`src/rtl/writeback_unit.sv`:
```
// Write-back stage: accepts ALU and load results through valid/ready handshakes,
// queues them in order, and drives the register file write port one write per
// cycle. A pending-write scoreboard lets decode stall on results not yet landed.
module writeback_unit #(
    parameter int WORD_WIDTH     = 16,
    parameter int REG_ADDR_WIDTH = 4,
    parameter int FIFO_DEPTH     = 4
) (
    input  logic                          clk,
    input  logic                          rst,
    input  logic                          alu_valid,
    output logic                          alu_ready,
    input  logic [REG_ADDR_WIDTH-1:0]     alu_addr,
    input  logic [WORD_WIDTH-1:0]         alu_data,
    input  logic                          mem_valid,
    output logic                          mem_ready,
    input  logic [REG_ADDR_WIDTH-1:0]     mem_addr,
    input  logic [WORD_WIDTH-1:0]         mem_data,
    input  logic                          wb_hold,
    output logic                          rf_write_en,
    output logic [REG_ADDR_WIDTH-1:0]     rf_write_addr,
    output logic [WORD_WIDTH-1:0]         rf_write_data,
    input  logic [REG_ADDR_WIDTH-1:0]     chk_addr1,
    input  logic [REG_ADDR_WIDTH-1:0]     chk_addr2,
    output logic                          chk_pending1,
    output logic                          chk_pending2,
    output logic [$clog2(FIFO_DEPTH):0]   fifo_count,
    output logic                          idle
);

    localparam int PTR_W = $clog2(FIFO_DEPTH);
    localparam int CNT_W = PTR_W + 1;
    localparam logic [CNT_W-1:0] FULL_CNT = CNT_W'(FIFO_DEPTH);

    logic [PTR_W-1:0]          r_wptr;
    logic [PTR_W-1:0]          r_rptr;
    logic [CNT_W-1:0]          r_count;
    logic [FIFO_DEPTH-1:0]     r_valid;
    logic [REG_ADDR_WIDTH-1:0] r_addr [FIFO_DEPTH];
    logic [WORD_WIDTH-1:0]     r_data [FIFO_DEPTH];

    logic                      w_full;
    logic                      w_acc_mem;
    logic                      w_acc_alu;
    logic [REG_ADDR_WIDTH-1:0] w_in_addr;
    logic [WORD_WIDTH-1:0]     w_in_data;
    logic                      w_push;
    logic                      w_pop;
    logic                      w_hit1;
    logic                      w_hit2;

    // Readies depend only on registered occupancy and mem_valid; memory wins ties.
    assign w_full    = (r_count == FULL_CNT);
    assign mem_ready = !w_full;
    assign alu_ready = !w_full && !mem_valid;
    assign w_acc_mem = mem_valid && mem_ready;
    assign w_acc_alu = alu_valid && alu_ready;
    assign w_in_addr = w_acc_mem ? mem_addr : alu_addr;
    assign w_in_data = w_acc_mem ? mem_data : alu_data;

    // Writes to R0 complete the handshake but are dropped here.
    assign w_push = (w_acc_mem || w_acc_alu) && (w_in_addr != '0);
    // Occupancy is registered, so a push into an empty queue cannot pop the same cycle.
    assign w_pop  = (r_count != '0) && !wb_hold;

    assign fifo_count = r_count;
    assign idle       = (r_count == '0) && !rf_write_en;

    // Queue control state: pointers, occupancy and per-entry valid flags.
    always_ff @(posedge clk or negedge rst) begin
        if (!rst) begin
            r_wptr  <= '0;
            r_rptr  <= '0;
            r_count <= '0;
            r_valid <= '0;
        end else begin
            if (w_pop) begin
                r_rptr          <= r_rptr + PTR_W'(1);
                r_valid[r_rptr] <= 1'b0;
            end
            if (w_push) begin
                r_wptr          <= r_wptr + PTR_W'(1);
                r_valid[r_wptr] <= 1'b1;
            end
            if (w_push && !w_pop) begin
                r_count <= r_count + CNT_W'(1);
            end else if (!w_push && w_pop) begin
                r_count <= r_count - CNT_W'(1);
            end
        end
    end

    // Entry payload storage; only meaningful where the valid flag is set.
    always_ff @(posedge clk) begin
        if (w_push) begin
            r_addr[r_wptr] <= w_in_addr;
            r_data[r_wptr] <= w_in_data;
        end
    end

    // Register-file write port: pop the head, otherwise drop enable and hold addr/data.
    always_ff @(posedge clk or negedge rst) begin
        if (!rst) begin
            rf_write_en   <= 1'b0;
            rf_write_addr <= '0;
            rf_write_data <= '0;
        end else begin
            rf_write_en <= w_pop;
            if (w_pop) begin
                rf_write_addr <= r_addr[r_rptr];
                rf_write_data <= r_data[r_rptr];
            end
        end
    end

    // Scoreboard: match check addresses against queued entries and the in-flight write.
    always_comb begin
        w_hit1 = rf_write_en && (rf_write_addr == chk_addr1);
        w_hit2 = rf_write_en && (rf_write_addr == chk_addr2);
        for (int i = 0; i < FIFO_DEPTH; i++) begin
            if (r_valid[i] && (r_addr[i] == chk_addr1)) w_hit1 = 1'b1;
            if (r_valid[i] && (r_addr[i] == chk_addr2)) w_hit2 = 1'b1;
        end
        chk_pending1 = w_hit1 && (chk_addr1 != '0);
        chk_pending2 = w_hit2 && (chk_addr2 != '0);
    end

endmodule

```
`config.mk`:
```
export PLATFORM = sky130hd
export DESIGN_NAME = writeback_unit
export DESIGN_NICKNAME = d
export VERILOG_FILES = /design/src/rtl/writeback_unit.sv
export SDC_FILE = /design/constraint.sdc
export NUM_CORES = 1
export LEC_CHECK = 0
export CAP_MARGIN = 20
export CORE_MARGIN = 3
export CORE_UTILIZATION = 30
export CTS_CLUSTER_SIZE = 10
export DETAILED_ROUTE_END_ITERATION = 6
export GPL_ROUTABILITY_DRIVEN = 0
export HOLD_SLACK_MARGIN = 0.02
export MAX_ROUTING_LAYER = met4
export PLACE_DENSITY_LB_ADDON = 0.05
export SLEW_MARGIN = 20
export SYNTH_ARGS = -nofsm -noshare
export SYNTH_HDL_FRONTEND = slang
export SYNTH_SLANG_ARGS = --single-unit
```
`constraint.sdc`:
```
create_clock -name clk -period 7.05 [get_ports clk]
set_clock_uncertainty 0.2 [all_clocks]
set_input_delay 1.41 -clock clk [delete_from_list [all_inputs] [get_ports clk]]
set_output_delay 1.41 -clock clk [all_outputs]
set_load 0.02 [all_outputs]
```
Word level (Yosys, flattened, before mapping)
Memories as Yosys holds them, arrays and structs flattened. A register that Yosys moved wholly into a read port is not among the register bits.
Cells that the tools add are included.
{"block": "word_totals", "out_inout_bits": 29, "ff_bits": 12, "mem_bits_rw": 80, "n_memories": 2}
{"name": "r_data", "words": 4, "width": 16, "read_ports": 1, "rd_clocked_by_memory_dff": 1, "write_ports": 1, "line": "40", "text": "logic [WORD_WIDTH-1:0] r_data [FIFO_DEPTH];"}
{"name": "r_addr", "words": 4, "width": 4, "read_ports": 5, "rd_clocked_by_memory_dff": 1, "write_ports": 1, "line": "39", "text": "logic [REG_ADDR_WIDTH-1:0] r_addr [FIFO_DEPTH];"}
{"block": "classes", "addsub": 4, "n_reduce_logical": 37, "n_mux": 20, "eq_ne": 11, "order_cmp": 4, "bitwise": 3}
{"op": "equality test 4 bit", "n": 10}
{"op": "logical AND 1 bit", "n": 22}
{"op": "2-to-1 mux 16 bit", "n": 1}
{"op": "2-to-1 mux 1 bit", "n": 12}
{"op": "2-to-1 mux 4 bit", "n": 3}
{"op": "nonzero test 4 bit", "n": 3}
{"op": "zero test 1 bit", "n": 8}
{"op": "less-than comparator 2 x 3 -> 1 bit, second input constant", "n": 2}
{"op": "2-to-1 mux 3 bit", "n": 2}
{"op": "adder 2 x 1 -> 2 bit, second input constant", "n": 2}
{"op": "bitwise AND 4 bit", "n": 1}
{"op": "demux 1 bit (select 2 bit)", "n": 2}
{"op": ">= comparator 2 x 1 -> 1 bit, second input constant", "n": 2}
{"op": "inverter 4 bit", "n": 1}
{"op": "bitwise OR 4 bit", "n": 1}
{"op": "adder 3 x 1 -> 3 bit, second input constant", "n": 1}
{"op": "equality test 3 bit, second input constant", "n": 1}
{"op": "zero test 3 bit", "n": 1}
{"op": "nonzero test 3 bit", "n": 1}
{"op": "subtractor 3 x 1 -> 3 bit, second input constant", "n": 1}
{"op": "nonzero test 2 bit", "n": 1}
{"op": "logical OR 1 bit", "n": 1}

Depth between registers and ports, before layout
{"block": "logic_depth", "ltp_word": 10, "depth_mapped": 11}

Worst setup path before layout
Ideal clock, no wire load.
{"block": "synth_path", "path_type": "input port to output port", "startpoint": "in chk_addr1[0]", "endpoint": "out chk_pending1", "path_stages": 6, "t_arrival_ns": 2.515, "t_required_ns": 5.440, "path_buffers": 1, "path_slack_ns": 2.925, "path_cell_list": "clkbuf_1 -> xnor2_1 -> nand2_1 -> nor4_1 -> a31oi_1 -> a31oi_1"}
{"block": "synth_between", "elab_chain_len": 7, "word_cells_on_any_way": 16}
{"element": "from (decl)", "line": "23", "text": "input logic [REG_ADDR_WIDTH-1:0] chk_addr1,"}
{"element": "equality test 4 bit (on tied branches)", "line": "118, 121"}
{"element": "logical AND 1 bit (on tied branches)", "line": "118, 121"}
{"element": "2-to-1 mux 1 bit (4 in a row)", "line": "121", "text": "if (r_valid[i] && (r_addr[i] == chk_addr1)) w_hit1 = 1'b1;"}
{"element": "logical AND 1 bit (*)", "line": "124", "text": "chk_pending1 = w_hit1 && (chk_addr1 != '0);"}
{"element": "to (decl)", "line": "25", "text": "output logic chk_pending1,"}
Every way passes the cells marked *; elsewhere a longest branch is shown, timed or not.

Final worst setup path
Ends and elaborated chain as after synthesis.

==> impl_summary.txt <==
----------------------------------------------------
[Die]
  Die Span X ... 136 µm
  Io pins ... 82
  Initial Utilization ... 31.3%
  Die Ht ... 136 µm
  Number of rows in the core area ... 46
  Full die area ... 18500 µm²
  Area of the core ... 16200 µm²

[GRT]
  Global-route wire length before repair ... 17.8 mm
  Via count of the first global-routing pass ... 2986
  Number of antenna violations at the first check in global routing ... 0
  Total global routing overflow ... 0
  Total routing usage reported by global routing ... 13.5%
  Maximum number of pins on one net before global-route repair ... 33

[Cells and area]
  Number of nets at the end of the flow ... 443
  Filler Cell Count ... 1494
  Register Area ... 3200 µm²
  Share of cells above drive strength 1 ... 20.0%
  Synthesis-to-layout area growth ... 26.4%
  Antenna cell count ... 0
  Area occupied by multi-input gates ... 1770 µm²
  Number of cells in the finished layout apart from fillers ... 601

[Setup path]
  Register-to-Register Path Depth ... 7
  Startpoint class of the critical path ... primary input
  FF-to-FF setup slack ... 4310 ps
  Data arrival time of the critical path ... 3420 ps
  Reg2reg start ... fifo_count[0]$_DFFE_PN0P_
  Kind of end point of the critical path ... output pin
  Worst flop-to-flop path endpoint ... fifo_count[1]$_DFFE_PN0P_
  Critical path required time ... 5440 ps
  Maximum net fanout on the critical path ... 6
  Worst setup path class ... in2out
  Worst setup path startpoint ... chk_addr1[0]

[STA]
  Worst slew slack as a fraction of its limit ... 34.0%
  Total negative setup slack ... 0 ps
  Setup Viol. Count Final ... 0
  Min Clock Period, post-route ... 5030 ps
  Number of max-slew violations in the final report ... 0
  Tightest Pin Transition ... 988 ps
  Maximum frequency from static timing analysis ... 0.199 GHz
  Worst Slack Setup Final ... 2020 ps
  Count of final hold-check violations ... 0
  Period utilisation layout ... 71.3%
  Unrepaired setup endpoints after global routing ... false

[Logic synthesis]
  Simple-Gate Fraction of Synth Area ... 4.15%
  Synthesized area ... 5060 µm²
  Async set or reset register ratio after synthesis ... 28.6%
  Xor/xnor cell area share of the yosys netlist ... 7.78%
  Sequential cell area fraction in the yosys report ... 63.3%
  Leading cell types by count after synthesis ... 80 x edfxtp_1, 32 x dfrtp_1, 32 x xor2_1
  Count of flip-flops with a built-in enable after synthesis ... 80
  Top cell type's share of synthesized area ... 47.4%
  Cell count after synthesis ... 304
  Combinational family with the most area after synthesis ... multiplexers
  Mux contribution to synthesized area ... 18.0%
  Syn_nets ... 367
  Main area contributors after synthesis ... edfxtp_1 47%, dfrtp_1 16%, mux4_2 8.9%
  Post-synth top area cell ... edfxtp_1
  Warnings, synthesis ... 0
  Top-count cell post-synth ... edfxtp_1
  Count of distinct cell types in the synthesized netlist ... 28
  Area fraction in compound gates after synthesis ... 2.25%
  Post-synthesis share of cell area spent on full adders, half adders and majority gates ... 2.62%
  Synthesized area per cell ... 16.7 µm²
  Flip-flop and latch count after synthesis ... 112
  Commonest register cell after synthesis ... edfxtp_1

[Route]
  Routed length per instance ... 18.6 µm
  Via-to-Cell Ratio ... 4.58
  Post-route ant nets ... 0
  Initial DRC count ... 139
  Total via count after detailed routing ... 2755
  Final wirelength ... 11.2 mm
  Drt pass-1 iters ... 4
  DRC violation count after routing ... 0

[Job]
  Maximum capacitance violations ... 0

[Placed design]
  Count of input and output buffers ... 81
  Total placed cells including tap cells ... 585
  DP HPWL ... 7.40 mm
  Post-Place Setup Slack ... 2040 ps

[Worst hold path]
  Startpoint of the most critical hold path ... rf_write_data[9]$_DFFE_PN0N_
  Worst Hold End ... rf_write_data[9]$_DFFE_PN0N_
  Worst Hold Depth ... 1
  Path class of the lowest-slack min-delay path ... reg2reg

[CTS]
  Clock-pin slew of the registers on the worst-case setup and hold paths ... 70 ps
  Post CTS Setup Buffer Count ... 0
  Count of cells resized by post-cts repair ... 0
  Number of clock sinks seen by CTS ... 112
  CTS buffer count ... 9
  TritonCTS clock tree ... yes
  H-tree levels ... 3
  Clock tree root buffer cell ... clkbuf_16
  Maximum buffer depth of the clock tree ... 2
  Skew-Pair Late Insertion Delay ... 350 ps
  Cts-stage hold buffer count ... 0

[Pwr]
  Worst voltage drop across the vdd grid ... 0.162 mV
  Post-route total power ... 2.63 mW
  Total leakage power ... 2.25 nW
  Power Density ... 411 nW/µm²

[Outcome]
  Outcome ... completed

----------------------------------------------------
-- where the power goes --
| part | internal (mW) | switching (mW) | leakage [nW] | total (mW) |
|---|---|---|---|---|
| sequential | 0.976 | 0.176 | 1.11 | 1.15 |
| clock | 0.302 | 0.234 | 0.154 | 0.537 |
| combinational | 0.492 | 0.447 | 0.985 | 0.940 |
-- metrics by stage --
step,util (%),cell area [µm²],hold WS [ps]
2_1_floorplan,-,5060,271
3_3_place_gp,37.6,6080,295
3_5_place_dp,37.6,6080,299
4_1_cts,39.6,6400,317
5_1_grt,39.6,6400,331
6_report,39.6,6400,311
-- metal layers --
metal  GRT usage, %  routed length (µm)  part of all wire [%]  vias to the layer above
li1               -                   -                     -                     1279
met1           17.2                5050                    45                     1413
met2           21.5                5600                    50                       54
met3           3.40                 427                   3.8                        9
met4           3.70                 131                   1.2                        0
met5              -                   0                     0                        -
-- kinds of logic (layout without fill, tap and decap cells) --
family | count (synthesis) | in the layout
adders and majority gates | 10 | 10
DFF | 112 | 112
buffers and inverters | 24 | 105
muxes | 61 | 61
xor gates and xnor gates | 45 | 45
and+or+nand+nor | 38 | 38
AOI/OAI and AO/OA | 14 | 14
-- layout make-up --
| type | count | share of cell area, % |
|---|---|---|
| inverter | 7 | 0.410 |
| clock inverter | 4 | 0.919 |
| multi-input combinational | 168 | 27.7 |
| clock buffer | 12 | 4.03 |
| tap | 216 | 4.22 |
| sequential | 112 | 50.1 |
| timing repair buffer | 82 | 12.7 |
-- flip-flops by register name, indices dropped and copies added, names as in the netlist --
signal / count
rf_write_addr: 4
rf_write_en: 1
r_wptr: 2
r_addr: 16
r_data: 64
fifo_count: 3
rf_write_data: 16
r_valid: 4
r_rptr: 2
-- worst max-delay path, cell delays in order --
cell	delay (ps)
clkdlybuf4s50_1	690
xnor2_1	160
nand2_1	70
nor4_1	200
a31oi_1	70
a31oi_1	190
clkdlybuf4s50_1	630
-- how the worst max path moves through the flow --
stage	end	slack, ps	depth (start not counted)
after global routing	chk_pending2	1890	7
after CTS	chk_pending2	2030	7
after global placement	chk_pending2	2010	6
final	chk_pending1	2020	7
after floorplan	chk_pending1	2920	6
after detailed placement	chk_pending2	2040	7
-- placed cells by master (no fill, tap or decap), types with 2 or more instances in the layout --
cell	synthesis	layout
xnor2_1	13	13
ha_1	9	9
nor3_1	7	7
a21o_1	4	4
xor2_1	32	32
mux2_2	30	30
dfrtp_1	32	31
nand2_1	11	11
and2_4	4	4
mux2_1	11	11
a31oi_1	6	6
clkdlybuf4s50_1	0	80
clkbuf_1	11	2
mux4_2	20	20
nor4_1	7	7
nand3_1	2	2
clkbuf_16	0	10
inv_1	6	6
edfxtp_1	80	80
nor2_1	4	3
Power figures use the tool's default switching activity.
